[src/rtl/uart_pkg.sv]
// Shared definitions for the wb_uart Wishbone UART: register offsets, STATUS/CTRL
// bit positions, minimum divisor and the TX/RX state encodings.
package uart_pkg;

    localparam logic [1:0] REG_DATA   = 2'd0;
    localparam logic [1:0] REG_STATUS = 2'd1;
    localparam logic [1:0] REG_CTRL   = 2'd2;
    localparam logic [1:0] REG_RSVD   = 2'd3;

    localparam int ST_RX_VALID   = 0;
    localparam int ST_TX_FULL    = 1;
    localparam int ST_TX_EMPTY   = 2;
    localparam int ST_RX_OVERRUN = 3;
    localparam int ST_FRAME_ERR  = 4;

    localparam int CTRL_RX_INT_EN = 16;
    localparam int CTRL_TX_INT_EN = 17;
    localparam int CTRL_LOOP      = 18;

    localparam logic [15:0] UART_MIN_DIV = 16'd16;

    typedef logic [1:0] tx_state_t;
    localparam tx_state_t TX_IDLE  = 2'd0;
    localparam tx_state_t TX_START = 2'd1;
    localparam tx_state_t TX_DATA  = 2'd2;
    localparam tx_state_t TX_STOP  = 2'd3;

    typedef logic [1:0] rx_state_t;
    localparam rx_state_t RX_IDLE  = 2'd0;
    localparam rx_state_t RX_START = 2'd1;
    localparam rx_state_t RX_DATA  = 2'd2;
    localparam rx_state_t RX_STOP  = 2'd3;

    // Divisors too small to centre-sample the start bit are raised to the floor.
    function automatic logic [15:0] clamp_div(input logic [15:0] d);
        return (d < UART_MIN_DIV) ? UART_MIN_DIV : d;
    endfunction

endpackage

[src/rtl/uart_fifo.sv]
// Small synchronous FIFO feeding the UART transmitter; head word is visible
// combinationally on o_data whenever o_empty is low.
module uart_fifo #(
    parameter int DEPTH = 4,
    parameter int WIDTH = 8
) (
    input  logic             i_clk,
    input  logic             i_rst,
    input  logic             i_push,
    input  logic [WIDTH-1:0] i_data,
    input  logic             i_pop,
    output logic [WIDTH-1:0] o_data,
    output logic             o_full,
    output logic             o_empty
);
    localparam int AW = (DEPTH > 1) ? $clog2(DEPTH) : 1;
    localparam logic [AW:0] FULL_CNT = (AW + 1)'(DEPTH);

    logic [WIDTH-1:0] r_mem [DEPTH];
    logic [AW-1:0]    r_wr_ptr;
    logic [AW-1:0]    r_rd_ptr;
    logic [AW:0]      r_count;
    logic             w_push_ok;
    logic             w_pop_ok;

    assign o_full    = (r_count == FULL_CNT);
    assign o_empty   = (r_count == '0);
    assign w_push_ok = i_push & ~o_full;
    assign w_pop_ok  = i_pop & ~o_empty;
    assign o_data    = r_mem[r_rd_ptr];

    always_ff @(posedge i_clk) begin
        if (w_push_ok) begin
            r_mem[r_wr_ptr] <= i_data;
        end
    end

    always_ff @(posedge i_clk or posedge i_rst) begin
        if (i_rst) begin
            r_wr_ptr <= '0;
            r_rd_ptr <= '0;
            r_count  <= '0;
        end else begin
            if (w_push_ok) begin
                r_wr_ptr <= r_wr_ptr + 1'b1;
            end
            if (w_pop_ok) begin
                r_rd_ptr <= r_rd_ptr + 1'b1;
            end
            case ({w_push_ok, w_pop_ok})
                2'b10:   r_count <= r_count + 1'b1;
                2'b01:   r_count <= r_count - 1'b1;
                default: r_count <= r_count;
            endcase
        end
    end

endmodule

[src/rtl/wb_uart.sv]
// Wishbone classic slave 8N1 UART with TX FIFO, single-byte RX holding register
// and interrupt output. Define UART_LOOPBACK_EN to implement the CTRL loop bit.
module wb_uart
    import uart_pkg::*;
#(
    parameter int DEFAULT_DIV = 868,
    parameter int TX_DEPTH    = 4
) (
    input  logic        wb_clk_i,
    input  logic        wb_rst_i,
    input  logic        wb_cyc_i,
    input  logic        wb_stb_i,
    input  logic        wb_we_i,
    input  logic [31:0] wb_adr_i,
    input  logic [31:0] wb_dat_i,
    input  logic [3:0]  wb_sel_i,
    output logic [31:0] wb_dat_o,
    output logic        wb_ack_o,
    input  logic        uart_rxd_i,
    output logic        uart_txd_o,
    output logic        uart_int_o
);
    logic        r_ack;
    logic [31:0] r_dat_o;
    logic [15:0] r_div;
    logic        r_rx_int_en;
    logic        r_tx_int_en;
    logic        r_int;
    logic        w_loop;

    logic        w_req, w_wr, w_rd;
    logic [1:0]  w_adr;
    logic        w_data_wr, w_data_rd, w_stat_rd, w_ctrl_wr;
    logic [15:0] w_div_merged;
    logic [31:0] w_rd_data;
    logic        w_unused;

    assign w_req     = wb_cyc_i & wb_stb_i & ~r_ack;
    assign w_wr      = w_req & wb_we_i;
    assign w_rd      = w_req & ~wb_we_i;
    assign w_adr     = wb_adr_i[3:2];
    assign w_data_wr = w_wr & (w_adr == REG_DATA) & wb_sel_i[0];
    assign w_data_rd = w_rd & (w_adr == REG_DATA);
    assign w_stat_rd = w_rd & (w_adr == REG_STATUS);
    assign w_ctrl_wr = w_wr & (w_adr == REG_CTRL);
    assign w_div_merged = {wb_sel_i[1] ? wb_dat_i[15:8] : r_div[15:8],
                           wb_sel_i[0] ? wb_dat_i[7:0]  : r_div[7:0]};
    assign w_unused  = &{1'b0, wb_adr_i[31:4], wb_adr_i[1:0], wb_dat_i[31:18], wb_sel_i[3]};

    // TX side
    tx_state_t   r_tx_state;
    logic [15:0] r_tx_cnt;
    logic [15:0] r_tx_div;
    logic [7:0]  r_tx_shift;
    logic [2:0]  r_tx_bit;
    logic        r_txd;
    logic        w_tx_tick, w_tx_pop, w_tx_full, w_fifo_empty, w_tx_empty;
    logic [7:0]  w_fifo_data;

    // RX side
    rx_state_t   r_rx_state;
    logic [15:0] r_rx_cnt;
    logic [15:0] r_rx_div;
    logic [7:0]  r_rx_shift;
    logic [2:0]  r_rx_bit;
    logic [1:0]  r_rx_sync;
    logic        r_rx_prev;
    logic [7:0]  r_rx_data;
    logic        r_rx_valid, r_rx_overrun, r_frame_err;
    logic        w_rx_pin, w_rx_in, w_rx_tick, w_rx_half_tick, w_rx_done, w_rx_ferr;

`ifdef UART_LOOPBACK_EN
    logic r_loop;
    assign w_loop     = r_loop;
    assign w_rx_pin   = r_loop ? r_txd : uart_rxd_i;
    assign uart_txd_o = r_loop ? 1'b1 : r_txd;
`else
    assign w_loop     = 1'b0;
    assign w_rx_pin   = uart_rxd_i;
    assign uart_txd_o = r_txd;
`endif

    assign wb_ack_o   = r_ack;
    assign wb_dat_o   = r_dat_o;
    assign uart_int_o = r_int;

    always_comb begin
        w_rd_data = '0;
        case (w_adr)
            REG_DATA:   w_rd_data = {24'b0, r_rx_data};
            REG_STATUS: begin
                w_rd_data[ST_RX_VALID]   = r_rx_valid;
                w_rd_data[ST_TX_FULL]    = w_tx_full;
                w_rd_data[ST_TX_EMPTY]   = w_tx_empty;
                w_rd_data[ST_RX_OVERRUN] = r_rx_overrun;
                w_rd_data[ST_FRAME_ERR]  = r_frame_err;
            end
            REG_CTRL: begin
                w_rd_data[15:0]           = r_div;
                w_rd_data[CTRL_RX_INT_EN] = r_rx_int_en;
                w_rd_data[CTRL_TX_INT_EN] = r_tx_int_en;
                w_rd_data[CTRL_LOOP]      = w_loop;
            end
            default:    w_rd_data = '0;
        endcase
    end

    always_ff @(posedge wb_clk_i or posedge wb_rst_i) begin
        if (wb_rst_i) begin
            r_ack   <= 1'b0;
            r_dat_o <= '0;
        end else begin
            r_ack   <= w_req;
            r_dat_o <= w_rd ? w_rd_data : '0;
        end
    end

    always_ff @(posedge wb_clk_i or posedge wb_rst_i) begin
        if (wb_rst_i) begin
            r_div       <= 16'(DEFAULT_DIV);
            r_rx_int_en <= 1'b0;
            r_tx_int_en <= 1'b0;
`ifdef UART_LOOPBACK_EN
            r_loop      <= 1'b0;
`endif
        end else if (w_ctrl_wr) begin
            if (wb_sel_i[0] | wb_sel_i[1]) begin
                r_div <= clamp_div(w_div_merged);
            end
            if (wb_sel_i[2]) begin
                r_rx_int_en <= wb_dat_i[CTRL_RX_INT_EN];
                r_tx_int_en <= wb_dat_i[CTRL_TX_INT_EN];
`ifdef UART_LOOPBACK_EN
                r_loop      <= wb_dat_i[CTRL_LOOP];
`endif
            end
        end
    end

    uart_fifo #(
        .DEPTH (TX_DEPTH),
        .WIDTH (8)
    ) u_tx_fifo (
        .i_clk   (wb_clk_i),
        .i_rst   (wb_rst_i),
        .i_push  (w_data_wr),
        .i_data  (wb_dat_i[7:0]),
        .i_pop   (w_tx_pop),
        .o_data  (w_fifo_data),
        .o_full  (w_tx_full),
        .o_empty (w_fifo_empty)
    );

    assign w_tx_tick  = (r_tx_cnt == r_tx_div - 16'd1);
    assign w_tx_empty = w_fifo_empty & (r_tx_state == TX_IDLE);
    // Popping coincides with every entry into TX_START, from idle or back-to-back.
    assign w_tx_pop   = ~w_fifo_empty &
                        ((r_tx_state == TX_IDLE) | ((r_tx_state == TX_STOP) & w_tx_tick));

    always_ff @(posedge wb_clk_i or posedge wb_rst_i) begin
        if (wb_rst_i) begin
            r_tx_state <= TX_IDLE;
            r_tx_cnt   <= '0;
            r_tx_div   <= UART_MIN_DIV;
            r_tx_shift <= '0;
            r_tx_bit   <= '0;
            r_txd      <= 1'b1;
        end else begin
            r_tx_cnt <= w_tx_tick ? 16'd0 : r_tx_cnt + 16'd1;
            if (w_tx_pop) begin
                r_tx_state <= TX_START;
                r_tx_div   <= r_div;
                r_tx_shift <= w_fifo_data;
                r_tx_cnt   <= '0;
                r_txd      <= 1'b0;
            end else begin
                case (r_tx_state)
                    TX_IDLE: begin
                        r_tx_cnt <= '0;
                        r_txd    <= 1'b1;
                    end
                    TX_START: if (w_tx_tick) begin
                        r_tx_state <= TX_DATA;
                        r_tx_bit   <= '0;
                        r_txd      <= r_tx_shift[0];
                        r_tx_shift <= {1'b0, r_tx_shift[7:1]};
                    end
                    TX_DATA: if (w_tx_tick) begin
                        if (r_tx_bit == 3'd7) begin
                            r_tx_state <= TX_STOP;
                            r_txd      <= 1'b1;
                        end else begin
                            r_tx_bit   <= r_tx_bit + 3'd1;
                            r_txd      <= r_tx_shift[0];
                            r_tx_shift <= {1'b0, r_tx_shift[7:1]};
                        end
                    end
                    TX_STOP: if (w_tx_tick) begin
                        r_tx_state <= TX_IDLE;
                    end
                    default: r_tx_state <= TX_IDLE;
                endcase
            end
        end
    end

    assign w_rx_in        = r_rx_sync[1];
    assign w_rx_tick      = (r_rx_cnt == r_rx_div - 16'd1);
    assign w_rx_half_tick = (r_rx_cnt == {1'b0, r_rx_div[15:1]} - 16'd1);
    assign w_rx_done      = (r_rx_state == RX_STOP) & w_rx_tick & w_rx_in;
    assign w_rx_ferr      = (r_rx_state == RX_STOP) & w_rx_tick & ~w_rx_in;

    always_ff @(posedge wb_clk_i or posedge wb_rst_i) begin
        if (wb_rst_i) begin
            r_rx_sync  <= 2'b11;
            r_rx_prev  <= 1'b1;
            r_rx_state <= RX_IDLE;
            r_rx_cnt   <= '0;
            r_rx_div   <= UART_MIN_DIV;
            r_rx_shift <= '0;
            r_rx_bit   <= '0;
        end else begin
            r_rx_sync <= {r_rx_sync[0], w_rx_pin};
            r_rx_prev <= w_rx_in;
            r_rx_cnt  <= r_rx_cnt + 16'd1;
            case (r_rx_state)
                RX_IDLE: begin
                    r_rx_cnt <= '0;
                    if (r_rx_prev & ~w_rx_in) begin
                        r_rx_state <= RX_START;
                        r_rx_div   <= r_div;
                    end
                end
                RX_START: if (w_rx_half_tick) begin
                    r_rx_cnt   <= '0;
                    r_rx_bit   <= '0;
                    r_rx_state <= w_rx_in ? RX_IDLE : RX_DATA;
                end
                RX_DATA: if (w_rx_tick) begin
                    r_rx_cnt   <= '0;
                    r_rx_shift <= {w_rx_in, r_rx_shift[7:1]};
                    r_rx_bit   <= r_rx_bit + 3'd1;
                    if (r_rx_bit == 3'd7) begin
                        r_rx_state <= RX_STOP;
                    end
                end
                RX_STOP: if (w_rx_tick) begin
                    r_rx_cnt   <= '0;
                    r_rx_state <= RX_IDLE;
                end
                default: r_rx_state <= RX_IDLE;
            endcase
        end
    end

    // A byte landing in the same cycle as a DATA read wins and is not an overrun.
    always_ff @(posedge wb_clk_i or posedge wb_rst_i) begin
        if (wb_rst_i) begin
            r_rx_data    <= '0;
            r_rx_valid   <= 1'b0;
            r_rx_overrun <= 1'b0;
            r_frame_err  <= 1'b0;
            r_int        <= 1'b0;
        end else begin
            if (w_rx_done) begin
                r_rx_data  <= r_rx_shift;
                r_rx_valid <= 1'b1;
            end else if (w_data_rd) begin
                r_rx_valid <= 1'b0;
            end
            if (w_stat_rd) begin
                r_rx_overrun <= 1'b0;
                r_frame_err  <= 1'b0;
            end
            if (w_rx_done & r_rx_valid & ~w_data_rd) begin
                r_rx_overrun <= 1'b1;
            end
            if (w_rx_ferr) begin
                r_frame_err <= 1'b1;
            end
            r_int <= (r_rx_int_en & r_rx_valid) | (r_tx_int_en & w_tx_empty);
        end
    end

endmodule

[config.mk]
export PLATFORM = sky130hd
export DESIGN_NAME = wb_uart
export DESIGN_NICKNAME = d
export VERILOG_FILES = /design/src/rtl/uart_pkg.sv /design/src/rtl/uart_fifo.sv /design/src/rtl/wb_uart.sv
export SDC_FILE = /design/constraint.sdc
export NUM_CORES = 1
export LEC_CHECK = 0
export CAP_MARGIN = 40
export CORE_AREA = 3 3 97 191
export DETAILED_ROUTE_END_ITERATION = 8
export DIE_AREA = 0 0 100 194
export PLACE_DENSITY = 0.73
export SYNTH_ARGS = -nofsm -noshare
export SYNTH_HDL_FRONTEND = slang
export SYNTH_SLANG_ARGS = --single-unit
[constraint.sdc]
create_clock -name wb_clk_i -period 7.7 [get_ports wb_clk_i]
set_clock_uncertainty 0.1 [all_clocks]
set_input_delay 1.155 -clock wb_clk_i [delete_from_list [all_inputs] [get_ports wb_clk_i]]
set_output_delay 1.155 -clock wb_clk_i [all_outputs]
set_load 0.02 [all_outputs]
==> flow_metrics.tcl <==
set metrics [dict create \
    status "complete, no violations" \
    p_leak_nw 4.700 \
    grt_pass1_vias 6505 \
    hold_path.class "flop to flop" \
    rows 68 \
    r2r_slack_ps 3220 \
    final.setup.worst_slack_ps 3221 \
    async_flop_share 0.8242 \
    place.gp.congestion 0.9029 \
    slew_headroom 0.4522 \
    cts_resized 0 \
    htree_levels 4 \
    synth_top_area_cell "dfrtp_1" \
    arrival_ps 4730 \
    holdPathStages 0 \
    ys_ff_latch 182 \
    io_pins 109 \
    dieArea_um2 19400 \
    cts_root_buffer "clkbuf_16" \
    ir_worst_vdd_v 0.0002106 \
    setup_violations 0 \
    vias_per_cell 5.802 \
    cp.required_ps 7950 \
    r2r_start "r_tx_div[0]" \
    syn_area_per_cell_um2 11.10 \
    p_per_area_nw_per_um2 359.6 \
    first_pass_iters 4 \
    final_cells 1101 \
    num_vias 6388 \
    cts_buffer_depth 2 \
    grt_usage 0.2207 \
    synth.distinct_cells 74 \
    antenna_cells 0 \
    ant_nets 0 \
    start_util 0.5397 \
    die_h_um 194 \
    core_um2 17270 \
    grt_pass1_wl_um 33360 \
    fp.dieW_um 100 \
    route.detailed.drc 0 \
    drtIter0Drc 167 \
    nNetsFinal 972 \
    tritoncts "yes" \
    rsz0062_at_grt "no" \
    area.growth.synth_to_final_pct 13.18 \
    gr-total-overflow 0 \
    cts_sinks 182 \
    path_clk_slew_ps 70 \
    place_ws_ps 3221 \
    fin_crit_ps 4479 \
    ys.flop_type "dfrtp_1" \
    synth-seq-area-share 0.5072 \
    cts_made_buffers 17 \
    max-cap-violations 0 \
    grt_max_degree 72 \
    maxSlewViolCount 0 \
    ys_warn_count 0 \
    wirelength_um 20200 \
    cts_setup_buffers 0 \
    startpoint "r_tx_div[0]" \
    timing.final.crit_share 0.5817 \
    wl_per_cell_um 18.34 \
    drive_above_1_share 0.1504 \
    critPathLaunchType "flop" \
    reg2reg_depth 16 \
    r2r_end "u_tx_fifo.r_count[2]" \
    tightest_slew_ps 814.1 \
    fmax_ghz 0.2233 \
    final-hold-violation-count 0 \
    clock_latency_ps 430 \
    postCtsHoldBufs 0 \
    crit_fanout 38 \
    antenna_found_initial 0 \
    hpwl_um 15250 \
    dpl.cell_count 1069 \
    yosysTopAreaCellShare 0.3732 \
    tns_ps 0 \
    crit_end "u_tx_fifo.r_count[2]" \
    netlist_instances 840 \
    cp-end-kind "flop" \
    syn_area_um2 9321 \
    crit_type "flop to flop" \
    yosys-top-cells-area "dfrtp_1, edfxtp_1, mux2_2" \
    portBuffers 49 \
    synth_edf_count 32 \
]
power by group:
| part | total (mW) | switching (mW) | internal (mW) |
|---|---|---|---|
| registers | 1.47 | 0.299 | 1.17 |
| logic | 1.46 | 0.752 | 0.704 |
| clock network | 0.872 | 0.402 | 0.471 |
flip-flops by register name, indices dropped and copies added, names as in the netlist, 16 cells and up, named ones only:
name / flops
wb_dat_o: 18
r_rx_div: 16
r_div: 16
u_tx_fifo.r_mem: 32
r_tx_div: 16
r_tx_cnt: 16
r_rx_cnt: 16
worst max-delay path: stages (launching register included):
cell and delay (ps):
dfrtp_1 460, inv_1 90, ha_1 250, or4b_4 530, a211oi_1 240, a22oi_1 110, or4_1 490, nor4_1 500
o21bai_2 90, buf_4 280, inv_1 180, ha_1 220, inv_1 70, fa_1 370, xor2_1 150, nor2_1 120
xor2_1 150
kinds of logic (layout without fill, tap and decap cells):
logic type               after synthesis  in the layout  synth area share
AO/OA/AOI/OAI                         99             99           0.07061
buffers and inverters                 84            122           0.04188
other                                  1             14         0.0004023
flip-flops                           182            182            0.5072
XOR/XNOR                              90             90           0.08456
multiplexers                          84             84            0.1093
adder cells (fa/ha/maj)               20             20           0.02765
AND/OR/NAND/NOR                      280            280            0.1584
cell usage in the layout, fill, tap and decap left out, drive strengths merged, types with 5 or more instances in the layout:
master | Yosys | layout
buf | 26 | 7
nand4 | 8 | 8
and3 | 21 | 21
mux2 | 59 | 59
o22ai | 5 | 5
nor4 | 22 | 22
xor2 | 44 | 44
xnor2 | 46 | 46
mux4 | 8 | 8
inv | 32 | 37
and2 | 17 | 17
mux2i | 17 | 17
dfrtp | 139 | 139
nand3b | 5 | 5
clkinv | 1 | 8
nor2 | 85 | 85
clkdlybuf4s50 | 0 | 49
clkbuf | 25 | 18
a21oi | 25 | 25
or4 | 9 | 9
nand2 | 36 | 36
nand3 | 29 | 29
ha | 19 | 19
nand2b | 8 | 8
nor3 | 17 | 17
edfxtp | 32 | 32
o21ai | 22 | 22
dfstp | 11 | 11
conb | 1 | 14
nor4b | 7 | 7
cells in the mapped netlist, types with 4 or more instances:
master and n:
edfxtp_1 32, buf_2 6, buf_1 4, nor4_1 21
or4_1 8, ha_1 19, a22o_1 4, a211oi_1 4
dfrtp_1 139, nor3_1 17, or2_2 4, buf_4 14
nand2b_1 7, and3_1 21, xnor2_1 46, nor4b_1 7
inv_1 32, nor2_1 85, nand2_1 36, xor2_1 44
o22ai_1 5, a31o_2 4, nand3_1 29, and2_1 17
o21ai_0 21, nand4_1 8, clkbuf_1 25, mux2i_1 17
a21oi_1 25, mux4_2 8, dfstp_2 11, nand3b_1 5
a21o_1 4, mux2_2 58
stage by stage:
| step | total power, mW | utilization | hold slack [ps] | instance area (um^2) |
|---|---|---|---|---|
| 2_1_floorplan | 2.583 | - | 245.2 | 9370 |
| 3_3_place_gp | 2.881 | 0.5733 | 245.9 | 9902 |
| 3_5_place_dp | 2.929 | 0.5758 | 250.5 | 9945 |
| 4_1_cts | 3.808 | 0.6108 | 266.8 | 10550 |
| 5_1_grt | 4.041 | 0.6108 | 273.5 | 10550 |
| 6_report | 3.794 | 0.6108 | 261.8 | 10550 |
metal layers:
layer  vias to the layer above  track usage  part of all wire
li1                       3024            -                 -
met3                        54      0.03529             0.030
met4                         0       0.1244             0.048
met2                       133       0.4040              0.56
met1                      3177       0.2331              0.36
met5                         -            0                 0
layout make-up:
type,instances,area [um^2]
clock buffer,18,439.2
timing repair buffer,57,563.0
fill,1426,6721
multi-input combinational,587,4262
sequential,182,4728
tap,210,262.8
clock inverter,14,166.4
inverter,33,128.9
worst min-delay path by stage:
stage / startpoint / end / slack (ps)
after global routing: r_rx_sync[0] / r_rx_sync[1] / 270
after detailed placement: r_rx_sync[0] / r_rx_sync[1] / 250
final: r_rx_sync[0] / r_rx_sync[1] / 260
after global placement: r_rx_sync[0] / r_rx_sync[1] / 250
after CTS: r_rx_sync[0] / r_rx_sync[1] / 270
after floorplan: r_rx_sync[0] / r_rx_sync[1] / 250
No activity file was read; power rests on OpenSTA's default activity.
